==> config.mk <==
export PLATFORM = sky130hd
export DESIGN_NAME = prim_clock_mux_sel_ctrl
export DESIGN_NICKNAME = d
export VERILOG_FILES = /design/src/rtl/prim_clock_mux_ctrl_pkg.sv /design/src/rtl/prim_clock_mux_ctrl_cnt.sv /design/src/rtl/prim_clock_mux_sel_ctrl.sv
export SDC_FILE = /design/constraint.sdc
export NUM_CORES = 1
export LEC_CHECK = 0
export ABC_CLOCK_PERIOD_IN_PS = 1500
export BUFFER_PORTS_ARGS = -buffer_cell sky130_fd_sc_hd__buf_2
export CAP_MARGIN = 20
export CELL_PAD_IN_SITES_DETAIL_PLACEMENT = 0
export CELL_PAD_IN_SITES_GLOBAL_PLACEMENT = 1
export CORE_UTILIZATION = 36
export CTS_CLUSTER_SIZE = 30
export DETAILED_ROUTE_END_ITERATION = 8
export PLACE_DENSITY_LB_ADDON = 0.2
export SYNTH_ARGS = -nofsm -noshare
export SYNTH_HDL_FRONTEND = slang
export SYNTH_SLANG_ARGS = --single-unit
==> constraint.sdc <==
create_clock -name clk_i -period 1.5 [get_ports clk_i]
set_clock_uncertainty 0.05 [all_clocks]
set_input_delay 0.075 -clock clk_i [delete_from_list [all_inputs] [get_ports clk_i]]
set_output_delay 0.075 -clock clk_i [all_outputs]
set_load 0.03 [all_outputs]
==> src/rtl/prim_clock_mux_ctrl_pkg.sv <==
// Shared types and widths for the 2:1 clock-mux select controller.
package prim_clock_mux_ctrl_pkg;

    localparam int unsigned CntW = 4;

    typedef enum logic [1:0] {
        IDLE     = 2'd0,
        GATE_OFF = 2'd1,
        SWITCH   = 2'd2,
        DONE     = 2'd3
    } mux_ctrl_state_e;

endpackage

==> src/rtl/prim_clock_mux_ctrl_cnt.sv <==
// Loadable down-counter that times the gate-off and settle windows.
module prim_clock_mux_ctrl_cnt
    import prim_clock_mux_ctrl_pkg::*;
(
    input  logic            clk,
    input  logic            rst,
    input  logic            load,
    input  logic [CntW-1:0] load_val,
    input  logic            dec,
    output logic            zero
);

    logic [CntW-1:0] cnt;

    // Load wins over decrement; saturate at zero.
    always_ff @(posedge clk) begin
        if (rst) begin
            cnt <= '0;
        end else if (load) begin
            cnt <= load_val;
        end else if (dec && (cnt != '0)) begin
            cnt <= cnt - CntW'(1);
        end
    end

    assign zero = (cnt == '0);

endmodule

==> src/rtl/prim_clock_mux_sel_ctrl.sv <==
// Clock-mux select controller: gates the downstream clock off, flips the
// mux select, lets it settle, re-enables the gate and acks the requester.
module prim_clock_mux_sel_ctrl
    import prim_clock_mux_ctrl_pkg::*;
#(
    parameter int unsigned GateOffCycles = 2,
    parameter int unsigned SettleCycles  = 4,
    parameter logic        InitSel       = 1'b0
) (
    input  logic clk_i,
    input  logic rst_i,
    input  logic req_valid_i,
    input  logic req_sel_i,
    output logic req_ready_o,
    output logic ack_o,
    output logic sel_o,
    output logic gate_en_o,
    output logic busy_o
);

    if ((GateOffCycles < 1) || (GateOffCycles > 15)) begin : g_bad_gate_off
        $error("GateOffCycles must be in 1..15");
    end
    if ((SettleCycles < 1) || (SettleCycles > 15)) begin : g_bad_settle
        $error("SettleCycles must be in 1..15");
    end

    mux_ctrl_state_e state;
    logic            sel_q;
    logic            gate_q;
    logic            ack_q;
    logic            busy_q;
    logic            ready_q;
    logic            tgt;
    logic            accept;
    logic            cnt_load;
    logic            cnt_dec;
    logic            cnt_zero;
    logic [CntW-1:0] cnt_load_val;

    assign accept = req_valid_i & ready_q;

    // Counter control: arm the gate-off window on a real switch, then the settle window.
    always_comb begin
        cnt_load     = 1'b0;
        cnt_dec      = 1'b0;
        cnt_load_val = '0;
        case (state)
            IDLE: begin
                if (accept && (req_sel_i != sel_q)) begin
                    cnt_load     = 1'b1;
                    cnt_load_val = CntW'(GateOffCycles - 1);
                end
            end
            GATE_OFF: begin
                if (cnt_zero) begin
                    cnt_load     = 1'b1;
                    cnt_load_val = CntW'(SettleCycles - 1);
                end else begin
                    cnt_dec = 1'b1;
                end
            end
            SWITCH: begin
                cnt_dec = ~cnt_zero;
            end
            default: ;
        endcase
    end

    prim_clock_mux_ctrl_cnt u_cnt (
        .clk      (clk_i),
        .rst      (rst_i),
        .load     (cnt_load),
        .load_val (cnt_load_val),
        .dec      (cnt_dec),
        .zero     (cnt_zero)
    );

    always_ff @(posedge clk_i) begin
        if (rst_i) begin
            state   <= IDLE;
            sel_q   <= InitSel;
            gate_q  <= 1'b1;
            ack_q   <= 1'b0;
            busy_q  <= 1'b0;
            ready_q <= 1'b1;
            tgt     <= InitSel;
        end else begin
            ack_q <= 1'b0;
            case (state)
                IDLE: begin
                    if (accept) begin
                        tgt     <= req_sel_i;
                        ready_q <= 1'b0;
                        busy_q  <= 1'b1;
                        // Same select needs no gating: ack straight away.
                        if (req_sel_i == sel_q) begin
                            state <= DONE;
                            ack_q <= 1'b1;
                        end else begin
                            state  <= GATE_OFF;
                            gate_q <= 1'b0;
                        end
                    end
                end
                GATE_OFF: begin
                    if (cnt_zero) begin
                        sel_q <= tgt;
                        state <= SWITCH;
                    end
                end
                SWITCH: begin
                    if (cnt_zero) begin
                        gate_q <= 1'b1;
                        ack_q  <= 1'b1;
                        state  <= DONE;
                    end
                end
                DONE: begin
                    state   <= IDLE;
                    ready_q <= 1'b1;
                    busy_q  <= 1'b0;
                end
                default: state <= IDLE;
            endcase
        end
    end

    assign req_ready_o = ready_q & ~rst_i;
    assign ack_o       = ack_q;
    assign sel_o       = sel_q;
    assign gate_en_o   = gate_q;
    assign busy_o      = busy_q;

    a_known: assert property (@(posedge clk_i) disable iff (rst_i)
        !$isunknown(sel_o) && !$isunknown(gate_en_o));

    a_ack_pulse: assert property (@(posedge clk_i) disable iff (rst_i)
        $past(ack_o) |-> !ack_o);

    a_sel_stable: assert property (@(posedge clk_i) disable iff (rst_i)
        (gate_en_o && !$past(rst_i)) |-> $stable(sel_o));

endmodule
==> results of run 1 <==
## cell families (layout without fill, tap and decap cells)
group,Yosys count,after routing,synth area share (%)
AND/OR/NAND/NOR,28,28,23.5
AO/OA/AOI/OAI,20,20,20.0
flip-flops,12,12,37.6
adder cells (fa/ha/maj),5,5,9.80
buffers and inverters,5,27,2.94
multiplexers,3,3,4.71
XOR/XNOR,1,1,1.37
## report_power, final
group | switching, W | total, W | internal [W]
registers | 0.0000676 | 0.000488 | 0.000420
logic | 0.000570 | 0.00114 | 0.000573
clock network | 0.0000986 | 0.000192 | 0.0000930
total | 0.000736 | 0.00182 | 0.00109
## per-stage QoR
step,instances,total power [W],setup TNS (ps),utilization [%],instance area [sq um]
5_1_grt,112,0.00199,-189,55.2,870
6_report,112,0.00182,-4.69,55.2,870
3_5_place_dp,108,0.00150,-12.9,50.4,795
2_1_floorplan,74,0.00116,-18.0,-,656
4_1_cts,112,0.00177,0,53.3,841
3_3_place_gp,108,0.00148,0,50.4,795
## final cells by class
class / instances / area (sq um) / area share, %
flip-flops and latches: 12 / 245 / 28.2
well taps: 16 / 20.0 / 2.30
inverters: 4 / 15.0 / 1.73
repair buffers: 20 / 130 / 15.0
clock buffers: 3 / 22.5 / 2.59
multi-input cells: 57 / 437 / 50.2
## tightest hold or removal path, stage by stage
cell	delay (ps)
buf_2	100
mux2i_1	60
nor2_1	70
## sequential cells by signal (all words and copies together), names as in the netlist
signal	count
tgt	1
ready_q	1
sel_o	1
ack_o	1
state	2
busy_o	1
gate_en_o	1
u_cnt.cnt	4
## cell usage after synthesis, types with 2 or more instances
master,n
a21oi_1,10
dfxtp_1,12
ha_1,5
inv_1,4
mux2i_1,3
nand2_1,8
nand2b_1,2
nand3_1,4
nor2_1,5
nor2b_1,2
nor3_1,3
o21ai_0,2
## worst min-delay path by stage
| stage | start | endpoint | slack (ps) | depth (start not counted) |
|---|---|---|---|---|
| after CTS | req_sel_i | tgt | 20 | 3 |
| final | req_sel_i | tgt | 20 | 3 |
| after global placement | req_sel_i | tgt | 290 | 3 |
| after floorplan | rst_i | ready_q | 130 | 1 |
| after global routing | req_sel_i | tgt | 20 | 3 |
| after detailed placement | req_sel_i | tgt | 300 | 3 |
## routing by layer
metal	track usage, %	routed length (um)
met5	0	0
met4	7.27	15
met3	7.35	47
met2	26.8	637
met1	19.9	655
## what timing repair did
item / in CTS / in global routing
resized for setup: 3 / 9
endpoints found under the setup margin: 2 / 6
pin swaps: 0 / 4
buffers inserted: 1 / 0
==> out/qor.yml, run 1 <==
core_sq_um: 1580
p_leak_nw: 0.377
root_buffer: "clkbuf_4"
rsz0062_at_grt: "yes"
clk_pin_slew_ps: 70
max_slew_margin_pct: 80.3
violations: "negative setup slack"
grt_usage_pct: 16.9
min_period_ps: 1500
die_h_um: 44.1
synth_seq_cells: 12
antenna_cells: 0
synth_top_area_share_pct: 37.6
end_kind: "flop"
synth-main-ff-cell: "dfxtp_1"
reg2reg_to: "u_cnt.cnt[3]"
via_count: 604
rows: 14
finalWorstSetupSlack_ps: -4.69
max_freq_mhz: 665
wl_per_cell_um: 12.1
dp_hpwl_um: 1010
ios: 9
drt-total-wl_um: 1360
synth_area_sq_um: 638
crit_path_start_kind: "flop"
path_max_fanout: 2
r2r-start: "state[0]"
cp-startpoint: "state[0]"
num-fill-cells: 157
crit_type: "reg -> reg"
ir_worst_vdd_mv: 1.09
ant_nets: 0
status: "complete, but fails checks"
hold_buffers: 0
tightest_slew_ps: 294
avgSynthCellArea_sq_um: 8.62
syn_to_final_growth_pct: 36.3
cts_num_sinks: 12
tritoncts.num_buffers: 3
whs_ps: 21.6
cp_cell_sequence: "inv_2 > ha_4 > or4b_4 > nor3_2 > a21oi_1 > nor3_1"
synth-async-reset-ratio_pct: 0
gr-total-overflow: 0
worst_path_largest_cell_delay_ps: 460
setup_viol: 1
grt_pass1_wl_um: 2390
synth_warnings: 0
drtIter0Drc: 7
start_util_pct: 40.5
nets: 107
first_pass_iters: 6
io_buffers: 8
fp.dieW_um: 44.1
period_share_pct: 100
synth_edf_count: 0
crit_family: "simple AND/OR/NAND/NOR gates"
vias_per_cell: 5.39
worstSetupEndpoint: "u_cnt.cnt[3]"
yosysSeqAreaShare_pct: 37.6
ff2ff_setup_slack_ps: -5
power_density_nw_per_um2: 2100
yosys.area.top_type: "dfxtp_1"
drive_gt1_share_pct: 44.8
place.gp.congestion: 0.777
max_cap_viol_count: 0
reg2reg_depth: 6
route.detailed.drc: 0
grt_pass1_vias: 570
slew_viol_final: 0
crit_buf_inv: 1
synth_nets: 83
worstSetupPathDepth: 6
antenna_found_initial: 0
dp_slack_ps: -11.6
hold_viol: 0
cts_tree: "yes"
grt_max_degree: 14
required_ps: 1650
hold_path.class: "in -> reg"
layout_commonest_cell: "buf_4"
crit_arrival_ps: 1650
clock_tree.buffer_depth: 2
clock_latency_ps: 270
die-area_sq_um: 1940
ys_top_cells_by_area: "dfxtp_1 (38%), ha_1 (9.8%), a21oi_1 (7.8%), mux2i_1 (4.7%), nand2_1 (4.7%)"
synth_cell_types: 26
slowest_stage: "or4b_4"
synth_cells: 74
final_cell_mix: "buf_4 (12), a21oi_1 (8), dfxtp_1 (8), buf_2 (8), nand2_1 (7)"
htree_levels: 1
Note: power is estimated with default switching activity, not from simulation.
==> run 2: changes to the inputs <==
--- a/config.mk
+++ b/config.mk
@@ -13,6 +13,7 @@
 export CORE_UTILIZATION = 36
 export CTS_CLUSTER_SIZE = 30
 export DETAILED_ROUTE_END_ITERATION = 8
+export GPL_TIMING_DRIVEN = 0
 export PLACE_DENSITY_LB_ADDON = 0.2
 export SYNTH_ARGS = -nofsm -noshare
 export SYNTH_HDL_FRONTEND = slang
==> run 2 against run 1 <==
Net effect:
- the flow still finishes with violations (negative setup slack)
- setup slack got worse by 78 ps
- combinational power decreased by 9.6%
- cell count decreased by 4.5%
- critical path type unchanged
- critical endpoint unchanged
- largest power group unchanged
- highest routed layer unchanged
==> out/qor.yml, run 2 (synthesized netlist as in run 1, its figures left out) <==
status: "complete, but fails checks"
violations: "negative setup slack"
via_count: 576  # -4.6%
cts_num_sinks: 12  # unchanged
nets: 102  # -4.7%
min_path_cells: 3  # unchanged
end_kind: "flop"
syn_to_final_growth_pct: 30.4
io_buffers: 8  # unchanged
top_register: "u_cnt.cnt"
sw_frac_of_total_pct: 42.3  # +1.9 points
seq_area_sq_um: 245  # unchanged
die_h_um: 44.1  # unchanged
setup_viol: 3  # +2
dp.cells: 98  # -9.3%
min_period_ps: 1580  # +78.4 ps
max_freq_mhz: 632  # -5.0%
final_cell_mix: "a21oi_1 (9), nand2_1 (8), dfxtp_1 (8), buf_2 (8), buf_4 (5)"
num-fill-cells: 146  # -7.0%
rsz0062_at_grt: "yes"
period_share_pct: 106  # +5.2 points
reg2reg_depth: 6  # unchanged
drtIter0Drc: 8  # +1
rows: 14  # unchanged
core_sq_um: 1580  # unchanged
grt_pass1_wl_um: 2190  # -8.4%
antenna_cells: 0  # unchanged
min_from: "req_sel_i"
max_cap_viol_count: 0  # unchanged
path_max_fanout: 2  # unchanged
hold_viol: 0  # unchanged
grt_usage_pct: 15.8  # -1.1 points
clock_tree.buffer_depth: 2  # unchanged
power_density_nw_per_um2: 2090  # about the same
crit_arrival_ps: 1750  # +100 ps
ant_nets: 0  # unchanged
multi_input_area_sq_um: 438  # +0.29%
ir_worst_vdd_mv: 1.14  # +4.5%
combinationalPowerShare_pct: 59.2  # -3.5 points
start_util_pct: 40.5  # unchanged
min_to: "tgt"
required_ps: 1660  # about the same
p_leak_nw: 0.346  # -8.2%
p_seq_share_pct: 28.7  # +1.9 points
drt-total-wl_um: 1370  # +1.0%
place_area_sq_um: 716  # -9.9%
reg2reg_to: "u_cnt.cnt[3]"
ff2ff_setup_slack_ps: -80  # -80 ps
htree_levels: 1  # unchanged
die-area_sq_um: 1940  # unchanged
tightest_slew_ps: 506  # +212 ps
gr-total-overflow: 0  # unchanged
first_pass_iters: 5  # -1
biggestRegsByFlops: "u_cnt.cnt (4), state (2)"
grt_pass1_vias: 476  # -16%
p_clk_share_pct: 12.1  # +1.6 points
ios: 9  # unchanged
route.detailed.drc: 0  # unchanged
dp_hpwl_um: 895  # -11%
r2r-start: "state[1]"
max_slew_margin_pct: 66.3  # -14 points
clock_latency_ps: 280  # about the same
layout_commonest_cell: "a21oi_1"
hold_path.class: "in -> reg"
cts_tree: "yes"
grt_max_degree: 11  # -3
root_buffer: "clkbuf_4"
drive_gt1_share_pct: 38.5  # -6.3 points
clk_pin_slew_ps: 80  # about the same
internal_power_w: 0.00101  # -7.4%
fp.dieW_um: 44.1  # unchanged
crit_path_start_kind: "flop"
slew_viol_final: 0  # unchanged
tritoncts.num_buffers: 3  # unchanged
final_cells: 107  # -4.5%
largest_reg_flops: 4  # unchanged
final_area_sq_um: 832  # -4.3%
place.gp.congestion: 0.700  # -9.9%
finalWorstSetupSlack_ps: -83.1  # -78.4 ps
wl_per_cell_um: 12.8  # +5.8%
vias_per_cell: 5.38  # -0.18%
crit_type: "reg -> reg"
p_switching_w: 0.000737  # +0.20%
antenna_found_initial: 0  # unchanged
## run 2: cell types whose count changed in the layout (fill, tap and decap cells not counted)
cell	before	now
dlygate4sd3_1	0	1
nor3_4	0	1
nor2_2	0	1
clkbuf_1	0	1
nand2_1	7	8
a31oi_2	1	0
a31oi_1	0	1
nor3_1	2	1
nand2_2	1	0
nor2_1	5	4
a21oi_1	8	9
buf_4	12	5
a21oi_2	2	1
## run 2: how the worst max path moves through the flow
stage             start            to  slack, ps  cells after the start
2_1_floorplan  state[0]  u_cnt.cnt[3]        -20                      6
3_3_place_gp   state[0]  u_cnt.cnt[3]       -100                      6
3_5_place_dp   state[0]  u_cnt.cnt[3]       -120                      6
4_1_cts        state[0]  u_cnt.cnt[3]        -70                      6
5_1_grt        state[1]  u_cnt.cnt[3]       -150                      6
6_report       state[1]  u_cnt.cnt[3]        -80                      6
## run 2: layout make-up
| type | instances | area share (%) |
|---|---|---|
| Inverter | 4 | 1.80 |
| Tap cell | 16 | 2.41 |
| Multi-Input combinational cell | 57 | 52.6 |
| Buffer | 1 | 0.451 |
| Sequential cell | 12 | 29.5 |
| Clock buffer | 3 | 2.71 |
| Timing Repair Buffer | 14 | 10.5 |
## run 2: worst max-delay path, cell delays in order, from the launching register on
cell	delay, ps
dfxtp_2	340
inv_2	50
ha_4	260
or4b_4	490
nor3_4	130
a21oi_2	50
nor3_2	140
## run 2: per-stage QoR
stage | util [%] | setup WS [ps] | TNS (ps) | total power, W | hold WS, ps
5_1_grt | 52.8 | -150 | -375 | 0.00188 | 43.7
6_report | 52.8 | -83.1 | -118 | 0.00174 | 13.0
2_1_floorplan | - | -18.0 | -18.0 | 0.00116 | 126
4_1_cts | 50.1 | -74.8 | -83.3 | 0.00167 | -35.8
3_3_place_gp | 45.4 | -99.8 | -173 | 0.00133 | 258
3_5_place_dp | 45.4 | -118 | -212 | 0.00133 | 260
## run 2: what timing repair did
action                     CTS  global route
hold endpoints to repair     1             1
resized for setup            8             4
buffers inserted             3             2
setup endpoints to repair    5             5
pin swaps                    2             3
## run 2: power groups by stage
stage | clock network (W) | logic, W | registers (W)
after floorplan | 0 | 0.000622 | 0.000543
after global placement | 0 | 0.000825 | 0.000502
after detailed placement | 0 | 0.000829 | 0.000503
after CTS | 0.000217 | 0.000960 | 0.000494
after global routing | 0.000229 | 0.00113 | 0.000516
final | 0.000211 | 0.00103 | 0.000501
## run 2: per-layer routing
metal  part of all wire, %  routed length [um]  vias up  track usage [%]
met5                     0                   0        -                0
met4                   3.1                  43        0             10.9
met3                   2.8                  38        5             2.86
met2                    41                 560        9             21.2
met1                    53                 727      264             22.6
li1                      -                   -      298                -
